--- src/rtl/serial_add_ctrl.sv ---
// Bit-serial adder: WIDTH-bit operands are added LSB-first through one full-adder
// slice built from two half adders, with a start/done handshake around it.
module serial_add_ctrl #(
  parameter int unsigned WIDTH = 8
) (
  input  logic             clk,
  input  logic             rst_n,
  input  logic             start,
  input  logic [WIDTH-1:0] a,
  input  logic [WIDTH-1:0] b,
  input  logic             cin,
  output logic             busy,
  output logic             done,
  output logic [WIDTH-1:0] sum,
  output logic             cout
);

  localparam int unsigned CNT_W = $clog2(WIDTH + 1);

  typedef enum logic [1:0] {
    IDLE = 2'd0,
    RUN  = 2'd1,
    DONE = 2'd2
  } state_t;

  state_t           state;
  logic [WIDTH-1:0] opa;
  logic [WIDTH-1:0] opb;
  logic [WIDTH-1:0] acc;
  logic             carry;
  logic [CNT_W-1:0] cnt;

  logic             s1;
  logic             c1;
  logic             bit_sum;
  logic             c2;
  logic             bit_carry;
  logic [WIDTH:0]   acc_ext;
  logic [WIDTH-1:0] acc_next;
  logic             last_bit;

  // Full-adder slice from two half adders on the current LSBs and running carry
  always_comb begin
    s1        = opa[0] ^ opb[0];
    c1        = opa[0] & opb[0];
    bit_sum   = s1 ^ carry;
    c2        = s1 & carry;
    bit_carry = c1 | c2;
  end

  // New result bit enters at the MSB; the extended shift also covers WIDTH==1
  always_comb begin
    acc_ext  = {bit_sum, acc};
    acc_next = acc_ext[WIDTH:1];
    last_bit = (cnt == CNT_W'(WIDTH - 1));
  end

  always_ff @(posedge clk or negedge rst_n) begin
    if (!rst_n) begin
      state <= IDLE;
      busy  <= 1'b0;
      done  <= 1'b0;
      sum   <= '0;
      cout  <= 1'b0;
      opa   <= '0;
      opb   <= '0;
      acc   <= '0;
      carry <= 1'b0;
      cnt   <= '0;
    end else begin
      done <= 1'b0;
      case (state)
        // DONE behaves like IDLE for acceptance, giving back-to-back adds
        IDLE, DONE: begin
          if (start) begin
            opa   <= a;
            opb   <= b;
            carry <= cin;
            acc   <= '0;
            cnt   <= '0;
            state <= RUN;
            busy  <= 1'b1;
          end else begin
            state <= IDLE;
            busy  <= 1'b0;
          end
        end
        RUN: begin
          acc   <= acc_next;
          opa   <= opa >> 1;
          opb   <= opb >> 1;
          carry <= bit_carry;
          cnt   <= cnt + CNT_W'(1);
          if (last_bit) begin
            sum   <= acc_next;
            cout  <= bit_carry;
            state <= DONE;
            busy  <= 1'b0;
            done  <= 1'b1;
          end
        end
        default: begin
          state <= IDLE;
          busy  <= 1'b0;
        end
      endcase
    end
  end

endmodule
--- config.mk ---
export PLATFORM = sky130hd
export DESIGN_NAME = serial_add_ctrl
export DESIGN_NICKNAME = d
export VERILOG_FILES = /design/src/rtl/serial_add_ctrl.sv
export SDC_FILE = /design/constraint.sdc
export NUM_CORES = 1
export LEC_CHECK = 0
export ABC_AREA = 0
export BUFFER_PORTS_ARGS = -buffer_cell sky130_fd_sc_hd__buf_4
export CORE_ASPECT_RATIO = 1.75
export CORE_MARGIN = 8
export CORE_UTILIZATION = 48
export DETAILED_ROUTE_END_ITERATION = 8
export PLACE_DENSITY_LB_ADDON = 0.25
export SLEW_MARGIN = 40
export SYNTH_ARGS = -nofsm -noshare
export SYNTH_HDL_FRONTEND = slang
export SYNTH_SLANG_ARGS = --single-unit
--- constraint.sdc ---
create_clock -name clk -period 1.4 [get_ports clk]
set_input_delay 0 -clock clk [delete_from_list [all_inputs] [get_ports clk]]
set_output_delay 0 -clock clk [all_outputs]
set_load 0.01 [all_outputs]
# Word level (Yosys, flattened, before mapping)
# Cells that the tools add are included.
[classes]
n_reduce_logical = 5
mux = 18
eq_ne = 5
n_div = 0
n_addsub = 1
shifts = 0
bitwise = 5
order_cmp = 0
multipliers = 0
[op_table]
columns = ["op", "count"]
rows = [
  ["case mux 8 bit (2 select lines)", 3],
  ["two-way mux 8 bit", 3],
  ["case mux 4 bit (2 select lines)", 1],
  ["two-way mux 1 bit", 6],
  ["adder 4 x 1 -> 4 bit, second input constant", 1],
  ["== test 4 x 3 -> 1 bit, second input constant", 1],
  ["two-way mux 4 bit", 1],
  ["inequality test 2 bit, second input constant", 2],
  ["case mux 1 bit (2 select lines)", 2],
  ["case mux 2 bit (2 select lines)", 1],
  ["AND reduction 2 bit", 2],
  ["AND 1 bit", 2],
  ["== test 2 x 1 -> 1 bit, second input constant", 1],
  ["== test 2 bit, second input constant", 1],
  ["logical NOT 2 bit", 1],
  ["two-way mux 2 bit", 1],
  ["nonzero test 2 bit", 1],
  ["OR reduction 2 bit", 1],
  ["XOR 1 bit", 2],
  ["OR 1 bit", 1],
]
[word_totals]
memories = 0
rom_bits = 0
ramBits = 0
ff_bits = 42
latch_bits = 0

# Logic depth before layout (Yosys ltp)
[logic_depth]
ltp_word = 4
ltp_mapped = 5

# Worst setup path after synthesis
# No wires, ideal clock.
[synth_timing]
path_kind = "flip-flop to flip-flop"
start = "register cnt[0]"
end = "register cout"
n_path_buf = 1
slack_ns = 0.011
setup_ns = 0.128
path_stages_with_launch = 6
synth_period_minus_slack_ns = 1.389
arrival_ns = 1.261
path_cell_list = "dfrtp_1 ha_1 nand2_1 nor3b_2 buf_4 mux2_1"
[synth_between]
elab_chain_cells = 2
[synth_lines]
columns = ["element", "line", "rtl"]
rows = [
  ["from (decl)", "31", "logic [CNT_W-1:0] cnt;"],
  ["from (signal assigned)", "93", "cnt <= cnt + CNT_W'(1);"],
  ["== test 4 x 3 -> 1 bit", "55", "last_bit = (cnt == CNT_W'(WIDTH - 1));"],
  ["AND reduction 2 bit (no source line)", "n/a", ""],
  ["to (signal assigned)", "96", "cout <= bit_carry;"],
  ["to (decl)", "15", "output logic cout"],
]
# No other way between the ends.
# A chain may end at the register's enable or synchronous reset.

# Final worst setup path
[layout_timing]
start = "register state[1]"
end = "register sum[2]"
[layout_between]
elab_chain_cells = 2
[layout_lines]
columns = ["element", "line", "rtl"]
rows = [
  ["from (decl)", "26", "state_t state;"],
  ["from (signal assigned)", "60", "state <= IDLE;"],
  ["from (signal assigned)", "81", "state <= RUN;"],
  ["from (signal assigned)", "84", "state <= IDLE;"],
  ["== test 2 x 1 -> 1 bit", "72", "case (state)"],
  ["AND reduction 2 bit (no source line)", "n/a", ""],
  ["to (signal assigned)", "95", "sum <= acc_next;"],
  ["to (decl)", "14", "output logic [WIDTH-1:0] sum,"],
]
# No other way between the ends.

==> impl_metrics.csv <==
group,metric,value,unit
outcome,outcome,"complete, but fails checks",
floorplanning,initial_core_util,0.492,
route,viasPerCell,5.49,
sta,period_minus_slack,1.44,ns
hold_path,holdCritPathClass,"input pin to register",
power_and_ir_drop,finalPower,5.34,mW
sta,drv_slew,0,
synthesis,synth_edf_count,0,
route,wire_per_inst,16.7,um
clocking,cts_inserted_buffers,5,
global_routing,grt_pass1_vias,1267,
sta,clock-skew-final,0.00738,ns
global_routing,gr-usage-all-layers,0.139,
clocking,clkLatencyLatePin,0.29,ns
clocking,cts_htree_levels,2,
flow_run,drv_cap,0,
route,vias,1203,
cells_and_area,drive_above_1_share,0.420,
sta,relSlewSlack,0.646,
synthesis,synth_nets,137,
critical_path,path_max_fanout,5,
floorplanning,dieWidth,60.1,um
synthesis,ys_types,19,
synthesis,synth_ff_type,"dfrtp_1",
floorplanning,pin_count,31,
floorplanning,core,3330,um^2
floorplanning,die_h,93.2,um
sta,rsz0062_at_grt,"yes",
cells_and_area,multi_input_area,651,um^2
synthesis,post_synth_inst_count,115,
place,dp_cells,192,
sta,worstMarginPinSlew,0.531,ns
place,port_buffers,30,
route,detail-route-antenna-nets,0,
synthesis,yosys_register_bits,40,
clocking,cts_root_buffer,"clkbuf_8",
synthesis,syn_area_per_cell,14.2,um^2
critical_path,cp-start-kind,"register",
synthesis,yosysWarnings,0,
sta,post-route-period-util,1.03,
global_routing,grt_max_degree,41,
cells_and_area,n_antenna_cell,0,
place,post_dp_cell_area,1950,um^2
synthesis,async_reset_ff_frac,1.00,
cells_and_area,finalInstanceArea,2330,um^2
clocking,cts_tree,"yes",
place,place_ws,-0.0646,ns
sta,setup_violations,9,
synthesis,synth_area,1640,um^2
power_and_ir_drop,irDropWorstVdd,0.00135,V
critical_path,end_kind,"register",
clocking,clk_pin_slew,0.08,ns
cells_and_area,final_common_cell,"buf_4",
floorplanning,row_count,28,
power_and_ir_drop,p_per_area,2290,nW/um^2
route,dr.pass1.iters,5,
cells_and_area,final_cell_mix,"buf_4, dfrtp_1, a22o_1",
cells_and_area,final-seq-area,1000,um^2
power_and_ir_drop,p_leak,1.22,nW
place,gp_congestion,0.710,
cells_and_area,nets,195,
floorplanning,die_area,5610,um^2
cells_and_area,area_growth,42.2,%
clocking,clock_sinks,40,
global_routing,antenna_found_initial,0,
cells_and_area,n_fill_cell,262,
outcome,failed_checks,"negative setup slack",
route,drt_iter0_drc,19,
sta,max_freq,694,MHz
sta,timing_hold_violations_final,0,
cells_and_area,fin_cells,219,
clocking,cts.path.max_buffers,2,
critical_path,worst_ep_required_time,1.58,ns
synthesis,yosysSeqAreaShare,0.612,
global_routing,grt_pass1_wl,5930,um
route,drc,0,
critical_path,arrival,1.62,ns
global_routing,overflow,0,
sta,fin_ws,-0.0417,ns
route,finalWirelength,3670,um
critical_path,criticalPathCategory,"register to register",
worst paths after layout:
| kind | startpoint | to | slack [ns] | depth (start not counted) |
|---|---|---|---|---|
| worst max-delay path | state[1] | sum[2] | -0.04 | 4 |
| worst min-delay path | b[4] | opb[4] | 0.006 | 3 |
| worst max register to register | state[1] | sum[2] | -0.04 | 4 |
| worst min register to register | opa[4] | opa[4] | 0.48 | 1 |
| max in group asynchronous | rst_n | cnt[0] | 0.83 | 2 |
| min in group asynchronous | rst_n | acc[7] | 0.22 | 2 |
synth_stat cells, drive strengths merged, types with 2 or more instances:
cell   instances  share of area
nor3b          2          0.012
mux2          10          0.069
a21o          15          0.069
mux2i          2          0.012
buf            8          0.029
nand2          3         0.0069
a22o          26           0.14
dfrtp         40           0.61
nor2b          2         0.0076
where the power goes:
part	internal (mW)	switching [mW]
clock network	0.529	0.379
registers	1.65	0.336
logic	1.49	0.952
total	3.67	1.67
registers in the layout (all words and copies together) (netlist names):
signal  count
cnt         4
acc         7
cout        1
done        1
sum         8
opa         8
state       2
carry       1
opb         8
per-layer routing:
| layer | part of all wire | vias up | track usage |
|---|---|---|---|
| met1 | 0.38 | 614 | 0.157 |
| met2 | 0.54 | 38 | 0.222 |
| met5 | 0 | - | 0 |
| met4 | 0.026 | 0 | 0.0601 |
| li1 | - | 542 | - |
| met3 | 0.056 | 9 | 0.0523 |
repair_timing:
action,CTS,global route
hold buffers,9,0
setup buffers,0,8
cloned,0,2
endpoints found under the setup margin,35,35
endpoints found under the hold margin,48,0
pin swaps,5,6
resized for setup,1,20
layout make-up:
type / count / share of cell area
tap: 45 / 0.0242
clock buffer: 6 / 0.0312
sequential: 40 / 0.430
multi-input combinational: 68 / 0.280
clock inverter: 2 / 0.0151
timing repair buffer: 58 / 0.220
cell families after synthesis:
logic type / after synthesis / share of synthesized area
adder cells (fa/ha/maj): 2 / 0.0199
multiplexers: 12 / 0.0810
buffers and inverters: 8 / 0.0290
AND/OR/NAND/NOR: 11 / 0.0474
AO/OA/AOI/OAI: 42 / 0.211
flip-flops: 40 / 0.612
through the flow:
step / setup TNS, ns / util / hold WS [ns]
after detailed placement: -0.469 / 0.585 / 0.00234
final: -0.340 / 0.699 / 0.00594
after global routing: -0.915 / 0.699 / -0.0000912
after global placement: -0.0802 / 0.585 / -0.00711
after floorplan: 0 / - / -0.296
after CTS: -0.506 / 0.645 / 0.000995
worst max-delay path, cell delays in order, from the launching register on:
cell	delay, ns
dfrtp_1	0.36
and2b_4	0.28
nor3b_4	0.23
buf_6	0.16
mux2_4	0.30
Note: power is estimated with default switching activity, not from simulation.
